===== src/rtl/commit_dests_pkg.sv =====
// Shared encodings for the commit_dests slice: destination kinds, register selectors,
// FSM state encoding and the holding-register record types.
package commit_dests_pkg;

    // Destination-kind bit positions; a kind with the MEM bit set is a memory write.
    localparam int OPND_DEST_REG = 0;
    localparam int OPND_DEST_MEM = 1;

    localparam logic [1:0] OPND_DEST_NONE = 2'b00;

    localparam logic [2:0] REG_EAX = 3'd0;
    localparam logic [2:0] REG_ECX = 3'd1;
    localparam logic [2:0] REG_EDX = 3'd2;
    localparam logic [2:0] REG_EBX = 3'd3;
    localparam logic [2:0] REG_ESP = 3'd4;
    localparam logic [2:0] REG_EBP = 3'd5;
    localparam logic [2:0] REG_ESI = 3'd6;
    localparam logic [2:0] REG_EDI = 3'd7;

    localparam int NUM_REGS = 8;

    typedef enum logic [1:0] {
        IDLE = 2'd0,
        WR0  = 2'd1,
        WR1  = 2'd2,
        DONE = 2'd3
    } state_e;

    typedef struct packed {
        logic [1:0]  kind;
        logic [31:0] sel;
        logic [31:0] val;
    } dest_t;

    typedef struct packed {
        logic        is_write;
        logic [31:0] address;
        logic [31:0] data;
    } hint_t;

    function automatic logic kind_is_none(input logic [1:0] kind);
        return kind == OPND_DEST_NONE;
    endfunction

    // Kind 11 carries the MEM bit and is therefore treated as a memory destination.
    function automatic logic kind_is_mem(input logic [1:0] kind);
        return kind[OPND_DEST_MEM];
    endfunction

    function automatic logic kind_is_reg(input logic [1:0] kind);
        return kind[OPND_DEST_REG] && !kind[OPND_DEST_MEM];
    endfunction

endpackage


===== src/rtl/width_merge.sv =====
// Operand-width merge: overlays the written byte/word of new_val onto old_val,
// optionally into bits [15:8] for the legacy high-byte registers.
module width_merge (
    input  logic [31:0] old_val,
    input  logic [31:0] new_val,
    input  logic        reg_1byte,
    input  logic        prefix_operand_16bit,
    input  logic        high_byte,
    output logic [31:0] merged
);

    // NOTE: every path assigns merged before any branch, so no latch can be inferred.
    always_comb begin
        merged = new_val;
        if (reg_1byte) begin
            if (high_byte) begin
                merged = {old_val[31:16], new_val[7:0], old_val[7:0]};
            end else begin
                merged = {old_val[31:8], new_val[7:0]};
            end
        end else if (prefix_operand_16bit) begin
            merged = {old_val[31:16], new_val[15:0]};
        end
    end

endmodule


===== src/rtl/commit_dests.sv =====
// Commits up to two destinations (register or memory) per request, one per cycle.
// Optional feature: define COMMIT_BYTE_REGS_EN to map 8-bit REG sel 4..7 onto AH/CH/DH/BH.
module commit_dests
    import commit_dests_pkg::*;
(
    input  logic        clk,
    input  logic        rst_n,

    input  logic        in_valid,
    output logic        in_ready,

    input  logic [1:0]  dest0_kind,
    input  logic [31:0] dest0_sel,
    input  logic [31:0] dest0_val,
    input  logic [1:0]  dest1_kind,
    input  logic [31:0] dest1_sel,
    input  logic [31:0] dest1_val,

    input  logic        reg_1byte,
    input  logic        prefix_operand_16bit,

    input  logic        hint1_is_write,
    input  logic [31:0] hint1_address,
    input  logic [31:0] hint1_data,
    input  logic        hint2_is_write,
    input  logic [31:0] hint2_address,
    input  logic [31:0] hint2_data,

    input  logic        load_en,
    input  logic [31:0] load_eax,
    input  logic [31:0] load_ecx,
    input  logic [31:0] load_edx,
    input  logic [31:0] load_ebx,
    input  logic [31:0] load_esp,
    input  logic [31:0] load_ebp,
    input  logic [31:0] load_esi,
    input  logic [31:0] load_edi,

    output logic [31:0] eax,
    output logic [31:0] ecx,
    output logic [31:0] edx,
    output logic [31:0] ebx,
    output logic [31:0] esp,
    output logic [31:0] ebp,
    output logic [31:0] esi,
    output logic [31:0] edi,

    output logic        done,
    output logic        fault
);

    state_e      state_q, state_d;
    dest_t       d0_q, d0_d, d1_q, d1_d;
    hint_t       h1_q, h1_d, h2_q, h2_d;
    logic        r1b_q, r1b_d;
    logic        p16_q, p16_d;
    logic [31:0] regs_q [NUM_REGS];
    logic [31:0] regs_d [NUM_REGS];
    logic        fault_q, fault_d;

    logic        idle;
    logic        accept;
    logic        commit_active;
    dest_t       cur;
    logic [2:0]  reg_idx;
    logic        reg_hb;
    logic [31:0] reg_old;
    logic [31:0] reg_merged;
    logic [31:0] mem1_merged;
    logic [31:0] mem2_merged;
    logic        hint1_ok;
    logic        hint2_ok;

    // A load request in IDLE takes priority over a commit request.
    assign idle     = (state_q == IDLE);
    assign in_ready = idle && !load_en;
    assign accept   = in_ready && in_valid;

    assign commit_active = (state_q == WR0) || (state_q == WR1);

    always_comb begin
        cur     = (state_q == WR1) ? d1_q : d0_q;
        reg_idx = cur.sel[2:0];
        reg_hb  = 1'b0;
`ifdef COMMIT_BYTE_REGS_EN
        if (r1b_q && cur.sel[2]) begin
            reg_idx = {1'b0, cur.sel[1:0]};
            reg_hb  = 1'b1;
        end
`endif
        reg_old = regs_q[reg_idx];
    end

    width_merge u_reg_merge (
        .old_val              (reg_old),
        .new_val              (cur.val),
        .reg_1byte            (r1b_q),
        .prefix_operand_16bit (p16_q),
        .high_byte            (reg_hb),
        .merged               (reg_merged)
    );

    // Memory data is compared only over the written width: merge val into the hint data.
    width_merge u_mem1_merge (
        .old_val              (h1_q.data),
        .new_val              (cur.val),
        .reg_1byte            (r1b_q),
        .prefix_operand_16bit (p16_q),
        .high_byte            (1'b0),
        .merged               (mem1_merged)
    );

    width_merge u_mem2_merge (
        .old_val              (h2_q.data),
        .new_val              (cur.val),
        .reg_1byte            (r1b_q),
        .prefix_operand_16bit (p16_q),
        .high_byte            (1'b0),
        .merged               (mem2_merged)
    );

    assign hint1_ok = h1_q.is_write && (h1_q.address == cur.sel) && (h1_q.data == mem1_merged);
    assign hint2_ok = h2_q.is_write && (h2_q.address == cur.sel) && (h2_q.data == mem2_merged);

    always_comb begin
        state_d = state_q;
        unique case (state_q)
            IDLE: begin
                if (accept) begin
                    if (!kind_is_none(dest0_kind)) begin
                        state_d = WR0;
                    end else if (!kind_is_none(dest1_kind)) begin
                        state_d = WR1;
                    end else begin
                        state_d = DONE;
                    end
                end
            end
            WR0:     state_d = kind_is_none(d1_q.kind) ? DONE : WR1;
            WR1:     state_d = DONE;
            DONE:    state_d = IDLE;
            default: state_d = IDLE;
        endcase
    end

    always_comb begin
        d0_d  = d0_q;
        d1_d  = d1_q;
        h1_d  = h1_q;
        h2_d  = h2_q;
        r1b_d = r1b_q;
        p16_d = p16_q;
        if (accept) begin
            d0_d  = '{kind: dest0_kind, sel: dest0_sel, val: dest0_val};
            d1_d  = '{kind: dest1_kind, sel: dest1_sel, val: dest1_val};
            h1_d  = '{is_write: hint1_is_write, address: hint1_address, data: hint1_data};
            h2_d  = '{is_write: hint2_is_write, address: hint2_address, data: hint2_data};
            r1b_d = reg_1byte;
            p16_d = prefix_operand_16bit;
        end
    end

    always_comb begin
        regs_d = regs_q;
        if (idle && load_en) begin
            regs_d[REG_EAX] = load_eax;
            regs_d[REG_ECX] = load_ecx;
            regs_d[REG_EDX] = load_edx;
            regs_d[REG_EBX] = load_ebx;
            regs_d[REG_ESP] = load_esp;
            regs_d[REG_EBP] = load_ebp;
            regs_d[REG_ESI] = load_esi;
            regs_d[REG_EDI] = load_edi;
        end else if (commit_active && kind_is_reg(cur.kind)) begin
            regs_d[reg_idx] = reg_merged;
        end
    end

    assign fault_d = fault_q
                   | (commit_active && kind_is_mem(cur.kind) && !(hint1_ok || hint2_ok));

    // NOTE: sequential state uses non-blocking assignments so every flop samples pre-edge values.
    always_ff @(posedge clk) begin
        if (!rst_n) begin
            state_q <= IDLE;
            fault_q <= 1'b0;
            for (int i = 0; i < NUM_REGS; i++) begin
                regs_q[i] <= '0;
            end
        end else begin
            state_q <= state_d;
            fault_q <= fault_d;
            regs_q  <= regs_d;
        end
    end

    // NOTE: holding registers are only read after an accept reloads them, so they carry no reset.
    always_ff @(posedge clk) begin
        d0_q  <= d0_d;
        d1_q  <= d1_d;
        h1_q  <= h1_d;
        h2_q  <= h2_d;
        r1b_q <= r1b_d;
        p16_q <= p16_d;
    end

    assign eax   = regs_q[REG_EAX];
    assign ecx   = regs_q[REG_ECX];
    assign edx   = regs_q[REG_EDX];
    assign ebx   = regs_q[REG_EBX];
    assign esp   = regs_q[REG_ESP];
    assign ebp   = regs_q[REG_EBP];
    assign esi   = regs_q[REG_ESI];
    assign edi   = regs_q[REG_EDI];
    assign done  = (state_q == DONE);
    assign fault = fault_q;

endmodule


===== config.mk =====
export PLATFORM = sky130hd
export DESIGN_NAME = commit_dests
export DESIGN_NICKNAME = d
export VERILOG_FILES = /design/src/rtl/commit_dests_pkg.sv /design/src/rtl/width_merge.sv /design/src/rtl/commit_dests.sv
export SDC_FILE = /design/constraint.sdc
export NUM_CORES = 1
export LEC_CHECK = 0
export ABC_CLOCK_PERIOD_IN_PS = 9300
export BUFFER_PORTS_ARGS = -buffer_cell sky130_fd_sc_hd__clkbuf_2
export CORE_AREA = 2 2 308 310
export DETAILED_ROUTE_END_ITERATION = 10
export DIE_AREA = 0 0 310 312
export GPL_ROUTABILITY_DRIVEN = 1
export SKIP_LAST_GASP = 1
export SYNTH_ARGS = -nofsm -noshare
export SYNTH_HDL_FRONTEND = slang
export SYNTH_SLANG_ARGS = --single-unit

===== constraint.sdc =====
create_clock -name clk -period 9.3 [get_ports clk]
set_clock_uncertainty 0.2 [all_clocks]
set_input_delay 1.395 -clock clk [delete_from_list [all_inputs] [get_ports clk]]
set_output_delay 1.395 -clock clk [all_outputs]
set_load 0.01 [all_outputs]

## Word level (Yosys, flattened, before mapping)

Cells that the tools add are included.

- Bits in registers: 523
- Output and inout port bits: 259
- Input bits: 524
- Logic and storage cells: 78

- Bitwise gates (word level): 2
- Equality and inequality tests: 8
- Magnitude comparators: 2
- Reductions and logical operators: 22
- Muxes and demuxes: 20

Operator list:

| operator | count |
|---|---|
| 256-bit two-way mux | 2 |
| 32-bit two-way mux | 9 |
| 256-bit bitwise mux | 1 |
| 32-bit equality test | 4 |
| 32-bit binary-select mux with 3-bit select | 1 |
| 32-bit demux with 3-bit select | 1 |
| 66-bit two-way mux | 1 |
| 1-bit logical AND | 12 |
| 2-bit zero test | 4 |
| 2-bit one-hot mux with 4 select lines | 1 |
| 2-bit equality test (second input constant) | 2 |
| 4-bit >= comparator (second input constant) | 1 |
| 4-bit by 1-bit < comparator with 1-bit output (second input constant) | 1 |
| 2-bit two-way mux | 2 |
| 3-bit NOT with 4-bit output | 1 |
| 1-bit zero test | 3 |
| 2-bit by 1-bit equality test with 1-bit output (second input constant) | 1 |
| 1-bit logical OR | 2 |
| 1-bit two-way mux | 2 |
| 2-bit by 1-bit inequality test with 1-bit output (second input constant) | 1 |
| 2-bit nonzero test | 1 |
| 1-bit OR | 1 |

## Longest topological paths before layout

- Word-level depth: 11
- Gate-level depth with buffers: 13
- Mapped depth without buffers: 9

## Hierarchy

From an unflattened synthesis, not the netlist that was laid out.

- Cells, all modules: 2,078
- Area total of the unflattened synthesis: 24,786.3 sq um

By module, submodules not included:

| module | area an instance (sq um) | sequential area each (sq um) | cells each | instances |
|---|---|---|---|---|
| commit_dests | 23,191.0 | 13,112.6 | 1,916 | 1 |
| width_merge | 531.8 | 0.0 | 54 | 3 |

## Worst setup path after synthesis

OpenSTA, ideal clock, no wires.

- Path type: input to register
- From: in load_en
- To: reg state_q[0]
- Required time: 8,984 ps
- Cell stages on the path: 5
- Data arrival time: 8,458 ps
- Setup time: 116 ps
- Path buffers: 0
- Slack: 525 ps
- Cells stage by stage: nor2b_1 -> and2_1 -> nand2b_1 -> o21ai_0 -> o211a_1

- Cells in the longest elaborated chain, start to end: 4

Ends and longest elaborated chain:

| element | line | text |
|---|---|---|
| start: declaration | commit_dests.sv:29 | `input logic load_en,` |
| 1-bit zero test | commit_dests.sv:76 | `assign in_ready = idle && !load_en;` |
| 1-bit logical AND | commit_dests.sv:76 |  |
| 1-bit logical AND | commit_dests.sv:77 | `assign accept = in_ready && in_valid;` |
| net accept | commit_dests.sv:62 | `logic accept;` |
| 2-bit by 1-bit inequality test with 1-bit output (no line) | n/a |  |
| end signal: assignment | commit_dests.sv:191 | `state_q <= state_d;` |
| end: declaration | commit_dests.sv:52 | `state_e state_q, state_d;` |

The timed path passes the listed nets, and every way through them passes these cells.
A chain may end at the register's enable or synchronous reset.

## Worst setup path in the final report

- From: reg state_q[0]
- To: reg fault_q, in the netlist fault

- Cells in the longest elaborated chain, start to end: 10
- Elaborated cells between the ends (all ways): 21
- Those cells by class: eq/ne (6); mux (5); bitwise (1); reduce/logical (9)

Ends and longest elaborated chain:

| element | line | text |
|---|---|---|
| 2-bit equality test | commit_dests.sv:79, commit_dests.sv:82 |  |
| 66-bit two-way mux | commit_dests.sv:82 | `cur = (state_q == WR1) ? d1_q : d0_q;` |
| 32-bit two-way mux | width_merge.sv:21 | `end else if (prefix_operand_16bit) begin` |
| 32-bit two-way mux | width_merge.sv:15 | `if (reg_1byte) begin` |
| 32-bit equality test, on equally long branches | commit_dests.sv:122, commit_dests.sv:123 |  |
| 1-bit logical AND, on equally long branches | commit_dests.sv:122, commit_dests.sv:123 |  |
| 1-bit logical OR | commit_dests.sv:180 | `\| (commit_active && kind_is_mem(cur.kind) && !(hint1_ok \|\| hint2_ok));` |
| 1-bit zero test | commit_dests.sv:180 |  |
| 1-bit logical AND * | commit_dests.sv:180 |  |
| 1-bit OR * | commit_dests.sv:180 |  |
| end signal: assignment | commit_dests.sv:192 | `fault_q <= fault_d;` |
| end: declaration | commit_dests.sv:59 | `logic fault_q, fault_d;` |

Every way passes the cells marked *; elsewhere a longest branch is shown, timed or not.

==> out/results.txt <==
status = completed
Area after DPL = 28320 um2
Sw Share = 0.4150
Sw Pwr = 3.768 mW
GR Util All Layers = 0.2438
P_leak = 12.02 nW
Worst setup EP type = flip-flop
final setup violation count = 0
Gate power share = 0.366
fin cells = 4253
Hold WS = 263.7 ps
H-Tree Depth = 2
CTS Buf Count = 60
cell family with most CP delay = simple AND/OR/NAND/NOR gates
Setup TNS Final = 0 ps
ys async rst share = 0
CTS tree = done
Worst VDD drop = 0.1676 mV
total power = 9.078 mW
Synth top area share = 0.3436
critical path class = reg2reg
Max Cap Viol = 0
Post-Synthesis Net Count = 2742
CTS root buf = clkbuf_16
fin worst setup slack = 4488 ps
DR vias/cell = 5.089
# IOs = 783
WP data arrival = 5180 ps
postcts setup bufs = 0
unrepaired setup endpoints after global routing = false
Via Count = 21640
Synth Register Bits = 523
share of layout cells above drive strength 1 = 0.3303
initial core utilization = 0.2479
Final Util = 0.3259
dpl ws = 4312 ps
core area = 93050 um2
post-route ant nets = 0
Worst path max stage delay = 1060 ps
die area = 96720 um2
clock latency on the worst-skew pair = 680 ps
Clk pwr share = 0.264
first-pass GRT wire length = 165.8 mm
Post-Synthesis Cells = 2213
routability cong. = 0.9364
syn avg cell area = 10.42 um2
post-synthesis cell area = 23070 um2
worst path bufs/invs = 2
fin crit period = 4812 ps
Layout Nets = 3468
YS warnings = 0
most common library cells after synthesis = a21oi_1, nand2_1, edfxtp_1
Layout Cell Area excl Fill = 30320 um2
detailed-route DRC error count = 0
Int Power = 5.311 mW
slowest cell on the critical path = mux2i_1
initial antenna violation count = 28
Die Ht = 312 um
CTS clk-pin slew, worst paths = 60 ps
Slew Viols, Final = 0
Synth cell types = 62
most frequent cell after synthesis = a21oi_1
PwrDens = 299.4 nW/um2
Fin. Hold Viols = 0
register area share after synthesis = 0.5684
vias in the first global route = 21280
largest net degree at the start of global routing = 169
Area growth syn-to-layout = 31.44%
CP Data Required Time = 9670 ps
post_cts resized = 0
final wirelength = 122.0 mm
DIE WIDTH = 310 um
Worst-Margin Slew = 1242 ps
Area contributors post-synth = edfxtp_1, dfxtp_1, a21oi_1, nand2_1, o21ai_0
max_slew headroom = 0.1679
Reg power frac = 0.370
Cells after DPL = 4131
CP startpoint kind = flip-flop
Post-synth EDFFs = 264
Clock Sinks = 523
fmax = 0.2078 GHz
HP Class = reg2reg
cts hold-fix bufs = 0
initial drt markers = 2544
HPWL after DPL = 93.09 mm
global route total overflow = 0
wire per inst = 28.68 um
num rows = 112
DR pass1 iterations = 7
Synth Flop Type = edfxtp_1
crit path cell chain = inv_1 -> ha_4 -> buf_4 -> mux2i_1 -> xor2_1 -> nand4_1 -> nor4_1 -> o2111ai_1 -> and3_1
CP Max Fanout = 41
Synth area leader = edfxtp_1
final period utilization = 0.5174
# port buffers = 782
clock buffer depth = 3
FILL cells = 9803
[power groups by stage]
stage	registers, mW	logic [mW]	clock network (mW)
floorplan	3.36	1.73	0
global placement	3.39	3.31	0
detailed placement	3.40	3.32	0
CTS	3.35	3.33	2.44
global route	3.39	3.58	2.54
finish	3.36	3.32	2.40
[tightest hold or removal path: cells and delay by family (launching register included)]
family / cells / cell delay, ps
compound gates: 1 / 60
flops: 1 / 300
simple gates: 1 / 40
[cell families after synthesis]
family                   after synthesis  synth area share
AO/OA/AOI/OAI                        806            0.2109
flip-flops                           523            0.5684
AND/OR/NAND/NOR                      502           0.09643
buffers and inverters                166           0.03173
XOR/XNOR                             121           0.04594
multiplexers                          90           0.04393
adder cells (fa/ha/maj)                5          0.002712
[layer usage]
metal / vias to the layer above / track usage / wire length [um] / part of all wire
met1: 10490 / 0.3143 / 50230 / 0.41
li1: 9626 / - / - / -
met2: 1256 / 0.3939 / 56520 / 0.46
met5: - / 0 / 139 / 0.0011
met4: 20 / 0.09245 / 4405 / 0.036
met3: 249 / 0.05832 / 10670 / 0.087
[cell usage in the layout, fill, tap and decap left out, types with 11 or more instances in the layout]
cell type	count
nor4_1	12
a21oi_1	338
diode_2	11
o21ai_0	196
clkbuf_16	60
clkinv_2	16
xor2_1	92
a21boi_0	64
o211a_1	44
nand3_1	102
edfxtp_1	264
a31oi_1	14
xnor2_1	29
clkbuf_2	781
a22oi_1	76
a221oi_1	12
dfxtp_1	259
mux2i_1	61
nor2_1	30
buf_4	41
nand2_1	292
mux2_2	17
nand4_1	23
[sequential cells by signal, summed over array words and instances (netlist names), 65 cells and up]
name / count
h1_q: 65
h2_q: 65
d0_q: 66
d1_q: 66
[worst paths after layout]
check           end  slack (ps)       start  cells past startpoint
min          eax[1]         260      eax[1]                      2
min reg2reg  eax[1]         260      eax[1]                      2
max reg2reg   fault        4490  state_q[0]                      9
max           fault        4490  state_q[0]                      9
[layout make-up]
cell class / instances / area (um2) / share of cell area
Antenna cell: 11 / 27.53 / 0.0009078
Tap cell: 1254 / 1569 / 0.05174
Clock buffer: 73 / 1600 / 0.05277
Inverter: 4 / 15.01 / 0.0004952
Sequential cell: 523 / 13110 / 0.4324
Timing Repair Buffer: 826 / 4290 / 0.1415
Multi-Input combinational cell: 1524 / 9331 / 0.3077
Clock inverter: 38 / 376.6 / 0.01242
Note: power is estimated with default switching activity, not from simulation.
